**src/rtl/cam_table_reader.sv**
```systemverilog
// cam_table_reader: walks a sorted CAM from index 0 and streams qualifying entries over valid/ready
module cam_table_reader #(
  parameter int NUM_ENTRY  = 25,
  parameter int INDEX_SIZE = $clog2(NUM_ENTRY),
  parameter int ADDR_SIZE  = 22,
  parameter int CNT_SIZE   = 32
) (
  input  logic                  clk,
  input  logic                  rst_n,
  input  logic                  start,
  input  logic [CNT_SIZE-1:0]   threshold,
  input  logic                  clear_on_read,
  output logic                  busy,
  output logic                  done,
  output logic [INDEX_SIZE:0]   num_emitted,
  output logic                  cam_hold,
  output logic                  cam_rd_en,
  output logic [INDEX_SIZE-1:0] cam_rd_idx,
  input  logic [ADDR_SIZE-1:0]  cam_rd_addr,
  input  logic [CNT_SIZE-1:0]   cam_rd_cnt,
  output logic                  cam_clr_en,
  output logic [INDEX_SIZE-1:0] cam_clr_idx,
  output logic                  out_valid,
  input  logic                  out_ready,
  output logic [ADDR_SIZE-1:0]  out_addr,
  output logic [CNT_SIZE-1:0]   out_cnt,
  output logic [INDEX_SIZE-1:0] out_idx
);
  typedef enum logic [2:0] {IDLE, REQ, RESP, OUT, CLR, DONE} state_t;
  state_t state;
  logic [CNT_SIZE-1:0] thr;
  logic clr;
  logic [INDEX_SIZE-1:0] idx;
  logic [INDEX_SIZE-1:0] nxt;
  logic last;
  assign nxt = idx + INDEX_SIZE'(1);
  assign last = idx == INDEX_SIZE'(NUM_ENTRY - 1);
  assign busy = state != IDLE;
  assign cam_hold = busy;
  always_ff @(posedge clk) begin
    if (!rst_n) begin
      state <= IDLE;
      thr <= '0;
      clr <= 1'b0;
      idx <= '0;
      done <= 1'b0;
      num_emitted <= '0;
      cam_rd_en <= 1'b0;
      cam_rd_idx <= '0;
      cam_clr_en <= 1'b0;
      cam_clr_idx <= '0;
      out_valid <= 1'b0;
      out_addr <= '0;
      out_cnt <= '0;
      out_idx <= '0;
    end else begin
      cam_rd_en <= 1'b0;
      cam_clr_en <= 1'b0;
      done <= 1'b0;
      case (state)
        IDLE: if (start) begin
          thr <= threshold;
          clr <= clear_on_read;
          idx <= '0;
          num_emitted <= '0;
          cam_rd_en <= 1'b1;
          cam_rd_idx <= '0;
          state <= REQ;
        end
        REQ: state <= RESP;
        RESP: begin
          out_addr <= cam_rd_addr;
          out_cnt <= cam_rd_cnt;
          out_idx <= idx;
          // table is sorted descending, so the first miss ends the scan
          if (cam_rd_cnt != '0 && cam_rd_cnt >= thr) begin
            out_valid <= 1'b1;
            state <= OUT;
          end else begin
            done <= 1'b1;
            state <= DONE;
          end
        end
        OUT: if (out_ready) begin
          out_valid <= 1'b0;
          num_emitted <= num_emitted + (INDEX_SIZE+1)'(1);
          if (clr) begin
            cam_clr_en <= 1'b1;
            cam_clr_idx <= idx;
            state <= CLR;
          end else if (last) begin
            done <= 1'b1;
            state <= DONE;
          end else begin
            idx <= nxt;
            cam_rd_en <= 1'b1;
            cam_rd_idx <= nxt;
            state <= REQ;
          end
        end
        CLR: if (last) begin
          done <= 1'b1;
          state <= DONE;
        end else begin
          idx <= nxt;
          cam_rd_en <= 1'b1;
          cam_rd_idx <= nxt;
          state <= REQ;
        end
        DONE: state <= IDLE;
        default: state <= IDLE;
      endcase
    end
  end
endmodule
```
**config.mk**
```make
export PLATFORM = sky130hd
export DESIGN_NAME = cam_table_reader
export DESIGN_NICKNAME = d
export VERILOG_FILES = /design/src/rtl/cam_table_reader.sv
export SDC_FILE = /design/constraint.sdc
export NUM_CORES = 1
export LEC_CHECK = 0
export CAP_MARGIN = 20
export CORE_MARGIN = 2
export CORE_UTILIZATION = 47
export DETAILED_ROUTE_END_ITERATION = 10
export PLACE_DENSITY = 0.81
export SYNTH_ARGS = -nofsm -noshare
export SYNTH_HDL_FRONTEND = slang
export SYNTH_SLANG_ARGS = --single-unit
export TNS_END_PERCENT = 50
```
**constraint.sdc**
```tcl
create_clock -name clk -period 2.42 [get_ports clk]
set_clock_uncertainty 0.15 [all_clocks]
set_input_delay 0.484 -clock clk [delete_from_list [all_inputs] [get_ports clk]]
set_output_delay 0.484 -clock clk [all_outputs]
set_load 0.02 [all_outputs]
```
# After elaboration in Yosys (flattened, before gate mapping)

Index checks and enable logic that the tools add are counted.

$add $sub $neg: 2
Magnitude comparators: 1
Eq/ne operators: 9
Multiplexer cells: 32
Reduce and logical (&&, ||, !) cells: 14

Operator list:

| cell                                                 | number |
|---|---|
| two-way mux 5 bit                                    | 7 |
| greater-or-equal comparator 32 bit                   | 1 |
| nonzero test 32 bit                                  | 1 |
| one-hot mux 5 bit (3 select lines)                   | 2 |
| two-way mux 3 bit                                    | 5 |
| one-hot mux 3 bit (5 select lines)                   | 1 |
| two-way mux 6 bit                                    | 2 |
| one-hot mux 6 bit (2 select lines)                   | 1 |
| AND reduction 3 bit                                  | 4 |
| two-way mux 1 bit                                    | 11 |
| != test 2 bit (second input constant)                | 4 |
| adder 6 x 1 -> 6 bit (second input constant)         | 1 |
| equality test 3 x 2 -> 1 bit (second input constant) | 2 |
| one-hot mux 1 bit (3 select lines)                   | 2 |
| nonzero test 3 bit                                   | 2 |
| adder 5 x 1 -> 5 bit (second input constant)         | 1 |
| equality test 5 bit (second input constant)          | 1 |
| AND reduction 2 bit                                  | 2 |
| AND reduction 4 bit                                  | 1 |
| nonzero test 2 bit                                   | 2 |
| equality test 3 x 1 -> 1 bit (second input constant) | 1 |
| equality test 3 bit (second input constant)          | 1 |
| logical NOT 3 bit                                    | 1 |
| one-hot mux 1 bit (2 select lines)                   | 1 |
| logical AND 1 bit                                    | 1 |

Register bits: 120
Output and inout port bits: 81
Word-level logic and storage cells: 72

# Logic depth before layout (Yosys ltp)

Word-level depth: 5
Depth in mapped cells: 8
Depth with buffers taken out: 8

# Worst setup path before layout

Ideal clock, no wire load.

Kind: input -> register
From: input cam_rd_cnt[14]
To: register out_valid
Arrival: 1.898 ns
Slack: 0.305 ns
Stages: 7
Buffers on the path: 0
Cell sequence: ha_1 -> and4_1 -> o211ai_1 -> or4_1 -> a31o_1 -> o2bb2ai_2 -> o21ai_2

Word-level cells in the longest chain between the ends: 4
Elaborated cells between the ends (all ways): 5
Those cells by class: 1 x order compare; 1 x eq/ne; 3 x reduce/logical

Ends and longest elaborated chain:

| element                                                                          | RTL line | text |
|---|---|---|
| start, declared                                                                  | 20       | `input logic [CNT_SIZE-1:0] cam_rd_cnt,` |
| greater-or-equal comparator 32 bit / nonzero test 32 bit (equally long branches) | 76       | `if (cam_rd_cnt != '0 && cam_rd_cnt >= thr) begin` |
| logical AND 1 bit *                                                              | 76       |  |
| != test 2 bit (no source line) *                                                 | -        |  |
| AND reduction 3 bit (no source line) *                                           | -        |  |
| end signal, assigned                                                             | 52       | `out_valid <= 1'b0;` |
| end signal, assigned                                                             | 77       | `out_valid <= 1'b1;` |
| end signal, assigned                                                             | 85       | `out_valid <= 1'b0;` |
| end, declared                                                                    | 23       | `output logic out_valid,` |

Mark *: on every way between the ends. The rest lies on a longest branch, timed or not.
A chain may end at the register's enable or synchronous reset.

# Final worst setup path

From: input cam_rd_cnt[0]
To: register state[1]

Word-level cells in the longest chain between the ends: 4
Elaborated cells between the ends (all ways): 5
Those cells by class: 1 x order compare; 2 x mux; 2 x reduce/logical

Ends and longest elaborated chain:

| element                                                                          | RTL line | text |
|---|---|---|
| greater-or-equal comparator 32 bit / nonzero test 32 bit (equally long branches) | 76       |  |
| logical AND 1 bit *                                                              | 76       |  |
| two-way mux 3 bit *                                                              | 76       |  |
| one-hot mux 3 bit (5 select lines) *                                             | 60       | `case (state)` |
| end signal, assigned                                                             | 68       | `state <= REQ;` |
| end signal, assigned                                                             | 78       | `state <= OUT;` |
| end signal, assigned                                                             | 81       | `state <= DONE;` |
| end, declared                                                                    | 30       | `state_t state;` |

Marks and branches as above.

==> results_dict.tcl <==
set metrics [dict create \
    fp.dieArea_sq_mm 0.0122 \
    tns_ns 0 \
    vdd_drop_max_mv 0.559 \
    grt_pass1_wl_mm 24.7 \
    setup_viol 0 \
    busiest_layer "met2" \
    vias 5207 \
    cts-root-buf "clkbuf_16" \
    p_seq_share_pct 38.1 \
    synth-async-reset-ratio_pct 0 \
    n_fill_cell 819 \
    clock-sinks 115 \
    drv_cap 0 \
    hp-class "reg -> reg" \
    p_int_mw 4.05 \
    ys_ff_latch 115 \
    clk_pin_slew_ns 0.05 \
    status "complete, no violations" \
    row_count 38 \
    drtPass1Iterations 4 \
    critical_path_class "in -> reg" \
    r2r_slack_ns 0.25 \
    yosysTopAreaCellShare_pct 43.1 \
    gp_congestion 0.800 \
    postPlaceCellArea_sq_mm 0.00743 \
    drive_gt1_share_pct 10.4 \
    avgSynthCellArea_sq_um 8.22 \
    cp_max_fo 2 \
    grtUsageMet2_pct 41.7 \
    combPwrFrac_pct 17.5 \
    core-area_sq_mm 0.0110 \
    fin_crit_sh_pct 97.5 \
    powerDensity_mw_per_mm2 670 \
    antenna_cells 0 \
    final_nets 973 \
    initial_core_util_pct 48.6 \
    setup_ws_ns 0.0600 \
    final_cell_mix "nand2_1, clkdlybuf4s50_1, dfxtp_1" \
    pwr-share-clk_pct 44.5 \
    power_switching_mw 1.34 \
    r2r_end "state[1]$_SDFFE_PN0P_" \
    die_x_um 111 \
    dp_hpwl_mm 10.6 \
    crit_path_start_kind "input pin" \
    wl_per_cell_um 15.1 \
    relSlewSlack_pct 67.5 \
    place_ws_ns -0.354 \
    yosysTopAreaCell "dfxtp_1" \
    critPathLaunch "cam_rd_cnt[0]" \
    cts_buffer_depth 2 \
    num_io_pins 172 \
    grt_pass1_vias 5344 \
    rsz0062_at_grt "false" \
    synth-seq-area-share_pct 43.1 \
    grt_use_met3_pct 7.63 \
    antenna_found_initial 0 \
    p_leak_nw 3.05 \
    min_from "out_addr[9]$_SDFFE_PN0N_" \
    drc_errors 0 \
    netlist_top_cells_area "dfxtp_1, nand2_1, a21boi_0" \
    die_h_um 111 \
    insertion_delay_ns 0.40 \
    cp.required_ns 2.60 \
    htreeDepth 4 \
    rr_startpoint "thr[14]$_SDFFE_PN0P_" \
    cp-end-kind "register" \
    finalInstanceArea_sq_mm 0.00803 \
    synth_nets 776 \
    syn_inst 650 \
    cts_tree "yes" \
    synth_edf_count 0 \
    worst_hold_slack_ns 0.314 \
    io_buffers 171 \
    hold_violations 0 \
    drt_iter0_markers 237 \
    synth_cell_types 50 \
    syn_area_sq_mm 0.00534 \
    holdPathStages 2 \
    final_util_pct 73.1 \
    layout_commonest_cell "nand2_1" \
    syn2layout_area_growth_pct 50.4 \
    track_usage_pct 24.5 \
    r2r_cells 8 \
    grt_overflow 0 \
    yosysWarnings 0 \
    antenna_left 0 \
    drt_wl_total_mm 15.0 \
    synthFlopType "dfxtp_1" \
    hold_end "out_addr[9]$_SDFFE_PN0N_" \
    cts-buffers-inserted 17 \
    drv_slew 0 \
    finalCriticalPeriod_ns 2.36 \
    sw_frac_of_total_pct 24.8 \
    tightest_slew_ns 0.483 \
    arrival_ns 2.54 \
    cts_setup_buffers 0 \
    gr-usage-met1_pct 28.2 \
    fmax_mhz 424 \
    viasPerCell 5.22 \
    grt_max_degree 90 \
]
worst max-delay path, stage by stage:
cell and delay, ns:
clkdlybuf4s50_1 0.50, inv_1 0.05, ha_1 0.26, nand2b_1 0.10
a2111oi_0 0.09, or4_1 0.52, a31o_1 0.27, o2bb2ai_2 0.15
o21ai_2 0.11
through the flow:
stage / power (mW) / cells
finish: 5.38 / 998
global route: 5.61 / 998
CTS: 5.42 / 998
detailed placement: 3.01 / 968
global placement: 2.97 / 968
floorplan: 2.54 / 650
worst max-delay path by stage:
stage,endpoint,cells past startpoint
2_1_floorplan,out_valid$_SDFFE_PN0P_,7
3_3_place_gp,state[1]$_SDFFE_PN0P_,9
3_5_place_dp,state[1]$_SDFFE_PN0P_,9
4_1_cts,cam_hold,2
5_1_grt,state[1]$_SDFFE_PN0P_,9
6_report,state[1]$_SDFFE_PN0P_,9
sequential cells by signal, indices dropped and copies added, names as in the netlist:
register	flops
cam_clr_idx	5
cam_rd_en	1
thr	32
out_addr	22
cam_clr_en	1
out_valid	1
state	3
out_idx	5
cam_rd_idx	5
done	1
clr	1
num_emitted	6
out_cnt	32
routing by layer:
metal	vias up	share of wire, %
li1	2562	-
met1	2420	42
met2	186	49
met3	39	6.5
met4	0	3.0
met5	-	0
power by group through the flow:
stage | Combinational (mW) | Clock, mW | Sequential (mW)
finish | 0.940 | 2.39 | 2.05
global route | 1.03 | 2.52 | 2.06
CTS | 0.936 | 2.44 | 2.05
detailed placement | 0.925 | 0 | 2.09
global placement | 0.891 | 0 | 2.08
floorplan | 0.397 | 0 | 2.14
logic make-up after synthesis:
kind of cell | Yosys count | share of synthesized area, %
AOI/OAI and AO/OA | 140 | 19.0
xor gates and xnor gates | 8 | 1.31
adders and majority gates | 35 | 8.20
buffers and inverters | 74 | 5.74
DFF | 115 | 43.1
and+or+nand+nor | 278 | 22.6
layout make-up:
| type | count | area (sq um) | area share (%) |
|---|---|---|---|
| Clock buffer | 26 | 529 | 6.59 |
| Clock inverter | 4 | 45.0 | 0.561 |
| Inverter | 36 | 135 | 1.68 |
| Multi-Input combinational cell | 461 | 2760 | 34.4 |
| Sequential cell | 115 | 2300 | 28.7 |
| Tap cell | 140 | 175 | 2.18 |
| Timing Repair Buffer | 216 | 2080 | 25.9 |
Yosys cell counts (6+ instances only):
library cell / n
inv_1: 36
nor2_1: 14
nor4_1: 9
nand2_1: 212
o21ai_0: 8
nand4_1: 8
dfxtp_1: 115
a21oi_1: 16
xor2_1: 6
nand3_1: 12
buf_2: 14
clkbuf_1: 22
a21boi_0: 95
ha_1: 35
what timing repair did:
item,CTS,global route
resized for setup,1,4
endpoints found under the setup margin,2,4
cloned,0,0
endpoints found under the hold margin,0,0
hold buffers,0,0
Power figures use the tool's default switching activity.
